## src/rtl/binary_morph3x3.sv

```systemverilog
// Streaming 3x3 binary erosion/dilation over a raster-order 0/255 pixel stream.
// Two 1-bit line buffers feed a 3-column window; a WIDTH+1 cycle flush drains each frame.
module binary_morph3x3 #(
  parameter int HEIGHT = 768,
  parameter int WIDTH  = 512,
  parameter bit MODE   = 1'b0
) (
  input  logic       clk,
  input  logic       rst,
  input  logic       in_valid,
  input  logic [7:0] in_pix,
  output logic       in_ready,
  output logic       out_valid,
  output logic [7:0] out_pix,
  output logic       out_last
);

  localparam int CW = (WIDTH > 1) ? $clog2(WIDTH) : 1;
  localparam int RW = $clog2(HEIGHT + 2);
  localparam logic [CW-1:0] COL_LAST = CW'(WIDTH - 1);
  localparam logic [CW-1:0] COL_ONE  = CW'(1);
  localparam logic [RW-1:0] ROW_LAST = RW'(HEIGHT - 1);
  localparam logic [RW-1:0] ROW_ONE  = RW'(1);
  localparam logic          PAD      = ~MODE;

  typedef enum logic [1:0] {
    FILL  = 2'd0,
    RUN   = 2'd1,
    FLUSH = 2'd2
  } state_t;

  state_t state, state_next;

  // icol/irow address the incoming pixel; ocol/orow track the output centre pixel.
  logic [CW-1:0]    icol, ocol;
  logic [RW-1:0]    irow, orow;
  logic [WIDTH-1:0] lb_prev, lb_prev2;
  logic [2:0]       win_left, win_mid, new_col;
  logic [8:0]       taps, tap_mask;
  logic [2:0]       row_ok, col_ok;
  logic             bin, accept, step, emit, last_out, result;

  always_ff @(posedge clk) begin
    if (rst) begin
      state <= FILL;
    end else begin
      state <= state_next;
    end
  end

  always_comb begin
    state_next = state;
    case (state)
      FILL: begin
        if (accept && irow == ROW_ONE && icol == '0) state_next = RUN;
      end
      RUN: begin
        if (accept && irow == ROW_LAST && icol == COL_LAST) state_next = FLUSH;
      end
      FLUSH: begin
        if (last_out) state_next = FILL;
      end
      default: state_next = FILL;
    endcase
  end

  always_comb begin
    in_ready = (state != FLUSH);
  end

  assign accept   = in_valid && in_ready;
  assign step     = accept || (state == FLUSH);
  assign emit     = (accept && state == RUN) || (state == FLUSH);
  assign last_out = (orow == ROW_LAST) && (ocol == COL_LAST);
  assign bin      = (state == FLUSH) ? PAD : (in_pix != 8'd0);

  // Column vector is {row-2, row-1, row} relative to the incoming pixel row.
  assign new_col  = {lb_prev2[icol], lb_prev[icol], bin};
  assign taps     = {win_left, win_mid, new_col};

  // Off-frame taps are dropped from the reduction, which is the same as padding
  // them with the neutral value; the column masks also stop row wrap-around.
  assign row_ok   = {orow != '0, 1'b1, orow != ROW_LAST};
  assign col_ok   = {ocol != '0, 1'b1, ocol != COL_LAST};
  assign tap_mask = {{3{col_ok[2]}} & row_ok, {3{col_ok[1]}} & row_ok, {3{col_ok[0]}} & row_ok};
  assign result   = MODE ? |(taps & tap_mask) : &(taps | ~tap_mask);

  always_ff @(posedge clk) begin
    if (accept) begin
      lb_prev2[icol] <= lb_prev[icol];
      lb_prev[icol]  <= bin;
    end
  end

  always_ff @(posedge clk) begin
    if (rst) begin
      icol      <= '0;
      irow      <= '0;
      ocol      <= '0;
      orow      <= '0;
      win_left  <= '0;
      win_mid   <= '0;
      out_valid <= 1'b0;
      out_pix   <= 8'h00;
      out_last  <= 1'b0;
    end else begin
      out_valid <= emit;
      out_last  <= emit && last_out;
      out_pix   <= (emit && result) ? 8'hFF : 8'h00;
      if (step) begin
        win_left <= win_mid;
        win_mid  <= new_col;
        if (icol == COL_LAST) begin
          icol <= '0;
          irow <= irow + ROW_ONE;
        end else begin
          icol <= icol + COL_ONE;
        end
      end
      if (emit) begin
        if (last_out) begin
          ocol <= '0;
          orow <= '0;
          icol <= '0;
          irow <= '0;
        end else if (ocol == COL_LAST) begin
          ocol <= '0;
          orow <= orow + ROW_ONE;
        end else begin
          ocol <= ocol + COL_ONE;
        end
      end
    end
  end

endmodule

```

## config.mk

```make
export PLATFORM = sky130hd
export DESIGN_NAME = binary_morph3x3
export DESIGN_NICKNAME = d
export VERILOG_FILES = /design/src/rtl/binary_morph3x3.sv
export SDC_FILE = /design/constraint.sdc
export NUM_CORES = 1
export LEC_CHECK = 0
export CAP_MARGIN = 20
export CORE_UTILIZATION = 50
export DETAILED_ROUTE_END_ITERATION = 12
export GPL_ROUTABILITY_DRIVEN = 0
export PLACE_DENSITY = 0.67
export SETUP_SLACK_MARGIN = 0.1
export SYNTH_ARGS = -nofsm -noshare
export SYNTH_HDL_FRONTEND = slang
export SYNTH_SLANG_ARGS = --single-unit
export TNS_END_PERCENT = 30
```

## constraint.sdc

```tcl
create_clock -name clk -period 20.6 [get_ports clk]
set_clock_uncertainty 0.05 [all_clocks]
set_input_delay 3.09 -clock clk [delete_from_list [all_inputs] [get_ports clk]]
set_output_delay 3.09 -clock clk [all_outputs]
set_load 0.1 [all_outputs]
```

==> run_results.csv, run 1 <==
group,metric,value,unit
logic_synthesis,synth_common_cells,"edfxtp_1, nor2_1, mux4_2, clkbuf_1, nand2_1",
logic_synthesis,synth.mux.area_fraction,13.7,%
worst_setup_path,startpoint_type,"flop",
worst_setup_path,worstPathRequired,20.79,ns
clock_network,cts_buffers,109,
route,wl_per_cell,29.0,um
route,wl,113,mm
logic_synthesis,synth.area.top_cells,"edfxtp_1, mux4_2, nor2_1, dfxtp_1, mux2i_1",
worst_setup_path,endpoint_kind,"flop",
clock_network,cts-htree-levels,3,
worst_setup_path,worstSetupPathType,"flop to flop",
pwr,total_power,4.57,mW
clock_network,post_cts_buffers,0,
logic_synthesis,ys_ff_latch,1073,
global_routing,antenna_found_initial,1,
logic_synthesis,yosys.area.top_type,"edfxtp_1",
flow_run,cap_violations,0,
clock_network,tritoncts_num_sinks,1073,
sta,hold_viol,0,
logic_synthesis,synthCells,2674,
sta,timing.hold.ws,0.412,ns
sta,slew_headroom,21.9,%
worst_setup_path,rrSetupSlack,13.20,ns
global_routing,grt_usage,25.5,%
logic_synthesis,synth_most_common_cell,"edfxtp_1",
sta,fin_setup_tns,0,ns
final_layout,nets,2683,
worst_setup_path,arrival,7.59,ns
worst_setup_path,crit_path_start,"icol[1]$_SDFF_PP0_",
hold_path,min_path_type,"flop to flop",
die,pin_count,22,
logic_synthesis,synth_ff_type,"edfxtp_1",
sta,period_share,35.9,%
logic_synthesis,yosysTopAreaCellShare,69.7,%
clock_network,cts-root-buf,"clkbuf_16",
logic_synthesis,yosysSeqAreaShare,71.9,%
worst_setup_path,ff2ff_path_depth,11,
final_layout,antenna_cells,0,
placed_design,place_ws,13.42,ns
logic_synthesis,synth_edf_count,1024,
final_layout,drive_gt1_share,17.4,%
global_routing,grt_max_degree,265,
pwr,leakage,16.0,nW
die,die-area,0.0895,mm2
logic_synthesis,synth-simple-area-share,8.11,%
placed_design,place_area,0.0453,mm2
sta,worst-slew-pin-transition,1.17,ns
final_layout,syn_to_final_growth,10.5,%
clock_network,cts.clk_slew.worst_paths,0.06,ns
status,status,"finished clean",
die,core_area,0.0872,mm2
sta,grt_setup_unrepaired,"false",
die,die_w,299,um
placed_design,dpl.hpwl,64.8,mm
logic_synthesis,synthXorXnorAreaFrac,0.595,%
route,drc,0,
clock_network,clkLatencyLatePin,0.68,ns
clock_network,hold_buffers,0,
worst_setup_path,cp_max_fo,264,
final_layout,final_area,0.0488,mm2
logic_synthesis,synth.distinct_cells,66,
route,postRouteAntennaNets,0,
final_layout,fin_util,56.0,%
global_routing,grt_pass1_vias,25000,
clock_network,post_cts_resized,0,
placed_design,dp.cells,3701,
placed_design,port_buffers,21,
logic_synthesis,syn_area,0.0441,mm2
global_routing,overflow,0,
worst_setup_path,r2r_start,"icol[1]$_SDFF_PP0_",
logic_synthesis,synth-warning-count,0,
clock_network,cts_tree,"done",
logic_synthesis,syn_nets,2697,
logic_synthesis,synth_area_per_cell,16.5,um2
route,vias,24700,
sta,period_needed,7.40,ns
logic_synthesis,synth-compound-area-share,2.86,%
logic_synthesis,async_reset_ff_share,0,%
sta,fmax,135,MHz
sta,setup_ws,13.20,ns
die,rows,108,
sta,setup_viol,0,
sta,slew_violations,0,
worst_setup_path,reg2reg_to,"lb_prev2[327]$_DFFE_PP_",
logic_synthesis,synth_top_family_by_area,"multiplexers",
die,chipHeight,299,um
route,drt_pass1_iterations,6,
die,start_util,50.6,%
global_routing,grt_pass1_wl,166,mm
pwr,peakVddDrop,0.0000670,V
route,vias_per_cell,6.33,
worst_setup_path,crit_path_end,"lb_prev2[327]$_DFFE_PP_",
final_layout,finalNonFillerCells,3903,
logic_synthesis,synthAdderAreaFrac,0.340,%
hold_path,min_from,"win_left[0]$_SDFFE_PP0N_",
clock_network,cts_buffer_depth,3,
route,first_iter_violations,3081,
pwr,powerDensity,93.6,mW/mm2
[layer usage]
layer,vias to the layer above,GRT usage [%],wire length [um],part of all wire [%]
met2,1267,41.7,55400,49
met5,-,0,13,0.012
met4,2,9.57,4780,4.2
met1,12800,33.8,42600,38
li1,10300,-,-,-
met3,307,5.49,10200,9.0
[power breakdown]
| group | internal (mW) | switching, mW |
|---|---|---|
| clock network | 1.10 | 0.819 |
| registers | 2.42 | 0.00763 |
| logic | 0.0744 | 0.148 |
| total | 3.59 | 0.975 |
[layout by cell type, fill, tap and decap left out, types with 20 or more instances in the layout]
| master | synthesis | layout |
|---|---|---|
| a21oi_1 | 41 | 41 |
| mux4_2 | 228 | 228 |
| clkbuf_1 | 113 | 24 |
| nand3_1 | 53 | 52 |
| clkbuf_16 | 0 | 110 |
| mux2i_1 | 87 | 87 |
| a22oi_1 | 37 | 37 |
| edfxtp_1 | 1024 | 1024 |
| clkdlybuf4s50_1 | 0 | 21 |
| dfxtp_1 | 49 | 46 |
| buf_4 | 31 | 47 |
| xor2_1 | 20 | 20 |
| nor2_1 | 585 | 580 |
| clkinv_1 | 0 | 22 |
| nand2_1 | 98 | 82 |
[kinds of logic (layout without fill, tap and decap cells)]
| kind of cell | after synthesis | count (layout) |
|---|---|---|
| muxes | 319 | 319 |
| AOI/OAI and AO/OA | 178 | 178 |
| buffers and inverters | 212 | 286 |
| adders and majority gates | 12 | 12 |
| xor gates and xnor gates | 30 | 30 |
| DFF | 1073 | 1073 |
| and+or+nand+nor | 850 | 850 |
[worst max-delay path, stage by stage (launching register included)]
cell and delay (ns):
dfxtp_4 0.78, buf_4 0.77, buf_12 0.62, buf_4 0.70, mux4_2 0.60, mux2i_1 0.27
o22ai_1 0.13, or4_1 0.61, o32ai_1 0.23, nand4_1 0.51, buf_12 0.50, buf_4 0.62
[registers in the layout, summed over array words and instances, names as in the netlist, 2 cells and up]
signal,flops
ocol,9
state,2
win_mid,3
orow,10
irow,10
icol,9
win_left,3
lb_prev,512
lb_prev2,512
[worst min-delay path by stage]
| stage | to | slack [ns] | cells after the start |
|---|---|---|---|
| CTS | win_left[0]$_SDFFE_PP0N_ | 0.41 | 2 |
| finish | win_left[0]$_SDFFE_PP0N_ | 0.41 | 2 |
| global route | win_left[0]$_SDFFE_PP0N_ | 0.46 | 2 |
| global placement | win_left[2]$_SDFFE_PP0N_ | 0.39 | 2 |
| detailed placement | win_left[0]$_SDFFE_PP0N_ | 0.40 | 2 |
| floorplan | win_left[2]$_SDFFE_PP0N_ | 0.38 | 2 |
[cell type report]
cell class	count	area, um2
fillers	6664	38400
well taps	1155	1450
repair buffers	75	696
flip-flops and latches	1073	31700
multi-input cells	1389	11400
inverters	12	45.0
clock buffers	137	2880
clock inverters	62	564
Note: power is estimated with default switching activity, not from simulation.
==> run 2: changes to the inputs <==
--- a/config.mk
+++ b/config.mk
@@ -9,7 +9,7 @@
 export CORE_UTILIZATION = 50
 export DETAILED_ROUTE_END_ITERATION = 12
 export GPL_ROUTABILITY_DRIVEN = 0
-export PLACE_DENSITY = 0.67
+export PLACE_DENSITY = 0.7
 export SETUP_SLACK_MARGIN = 0.1
 export SYNTH_ARGS = -nofsm -noshare
 export SYNTH_HDL_FRONTEND = slang
==> constraint.sdc (replaced) <==
create_clock -name clk -period 6.5 [get_ports clk]
set_clock_uncertainty 0.05 [all_clocks]
set_input_delay 0.975 -clock clk [delete_from_list [all_inputs] [get_ports clk]]
set_output_delay 0.975 -clock clk [all_outputs]
set_load 0.1 [all_outputs]
==> run_results.csv, run 2 (synthesis gave the netlist of run 1 again) <==
group,metric,value,unit
status,status,"finished clean",
worst_setup_path,path_common_cell,"buf_4",
route,vias_per_cell,6.37,
sta,period_needed,5.03,ns
final_layout,drive_gt1_share,17.6,%
clock_network,tritoncts_num_sinks,1073,
clock_network,cts_tree,"done",
route,drt_pass1_iterations,7,
clock_network,cts_buffer_depth,3,
final_layout,nets,2698,
worst_setup_path,worstPathRequired,6.81,ns
worst_setup_path,cpMaxStageDelayCell,"dfxtp_4",
clock_network,clkLatencyLatePin,0.68,ns
worst_setup_path,crit_chain,"buf_4, mux4_2, mux2i_1, o22ai_1, or4_1, o32ai_1, nand4_1, buf_12, buf_4",
pwr,powerDensity,294,mW/mm2
pwr,p_sw,3.09,mW
die,rows,108,
die,core_area,0.0872,mm2
clock_network,post_cts_resized,0,
die,start_util,50.6,%
sta,period_share,77.4,%
sta,setup_ws,1.47,ns
worst_setup_path,endpoint_kind,"flop",
sta,timing.hold.ws,0.401,ns
global_routing,grt_max_degree,232,
final_layout,layout_common_cells,"edfxtp_1, nor2_1, mux4_2",
clock_network,cts-root-buf,"clkbuf_16",
placed_design,dp.cells,3719,
global_routing,grt_pass1_wl,168,mm
pwr,combPwrFrac,4.9,%
worst_setup_path,startpoint_type,"flop",
global_routing,grt_pass1_vias,25300,
sta,grt_setup_unrepaired,"false",
final_layout,syn_to_final_growth,10.7,%
sta,fmax,199,MHz
final_layout,largestRegisters,"lb_prev2 x512, lb_prev x512",
clock_network,cts.clk_slew.worst_paths,0.06,ns
global_routing,overflow,0,
clock_network,cts_buffers,108,
pwr,leakage,16.0,nW
sta,slew_violations,0,
sta,worst-slew-pin-transition,1.21,ns
route,postRouteAntennaNets,0,
pwr,pwr-share-seq,53.6,%
route,wl,112,mm
final_layout,finalNonFillerCells,3920,
final_layout,final_area,0.0489,mm2
die,die-area,0.0895,mm2
global_routing,antenna_found_initial,0,
sta,slew_headroom,19.3,%
route,drc,0,
worst_setup_path,slowest_delay,0.97,ns
sta,setup_viol,0,
worst_setup_path,worstSetupPathType,"flop to flop",
placed_design,port_buffers,21,
route,wl_per_cell,28.7,um
placed_design,place_ws,1.64,ns
pwr,p_sw_share,21.5,%
worst_setup_path,cp_max_fo,132,
placed_design,place_area,0.0455,mm2
sta,hold_viol,0,
placed_design,dpl.hpwl,67.2,mm
global_routing,grt_usage,25.4,%
final_layout,layout_commonest_cell,"edfxtp_1",
die,chipHeight,299,um
pwr,peakVddDrop,0.000205,V
die,die_w,299,um
pwr,p_int,11.3,mW
pwr,power.share.clock,41.4,%
hold_path,min_path_type,"flop to flop",
die,pin_count,22,
route,first_iter_violations,3568,
worst_setup_path,arrival,5.34,ns
clock_network,cts-htree-levels,3,
clock_network,post_cts_buffers,0,
final_layout,antenna_cells,0,
flow_run,cap_violations,0,
route,vias,25000,
clock_network,hold_buffers,0,
pwr,total_power,14.3,mW
[run 2: worst max-delay path: cells and delay by family, from the launching register on]
family                 cells  cell delay [ns]
muxes                      2             0.75
DFF                        1             0.97
and+or+nand+nor            2             0.98
buffers and inverters      3             1.35
AOI/OAI and AO/OA          2             0.39
[run 2: per-stage QoR]
step | util, % | setup TNS, ns
after floorplan | - | -5676.71
after global placement | 52.2 | 0
after detailed placement | 52.2 | 0
after CTS | 56.0 | 0
after global routing | 56.0 | 0
final | 56.0 | 0
[run 2: power by group through the flow]
stage,Clock (mW),Sequential (mW),Combinational [mW]
after floorplan,0,8.00,0.513
after global placement,0,7.84,0.694
after detailed placement,0,7.84,0.710
after CTS,5.99,7.69,0.713
after global routing,6.25,7.69,0.750
final,5.94,7.69,0.710
[run 2: path summary, 6_finish.rpt]
check,start,endpoint,slack (ns),cells past startpoint
max reg2reg,icol[0]$_SDFF_PP0_,lb_prev2[179]$_DFFE_PP_,1.47,9
max,icol[0]$_SDFF_PP0_,lb_prev2[179]$_DFFE_PP_,1.47,9
min reg2reg,win_left[0]$_SDFFE_PP0N_,win_left[0]$_SDFFE_PP0N_,0.40,2
min,win_left[0]$_SDFFE_PP0N_,win_left[0]$_SDFFE_PP0N_,0.40,2
[run 2: layout make-up]
class | count | area [um2]
fillers | 6617 | 38300
flip-flops and latches | 1073 | 31700
multi-input cells | 1389 | 11400
clock buffers | 146 | 2970
well taps | 1155 | 1450
repair buffers | 91 | 881
clock inverters | 54 | 395
inverters | 12 | 45.0
[run 2: per-layer routing]
| layer | GRT usage [%] | part of all wire, % | up-vias |
|---|---|---|---|
| li1 | - | - | 10300 |
| met1 | 34.9 | 38 | 12900 |
| met2 | 40.3 | 48 | 1497 |
| met3 | 4.94 | 10 | 257 |
| met4 | 10.3 | 4.0 | 0 |
| met5 | 0 | 0 | - |
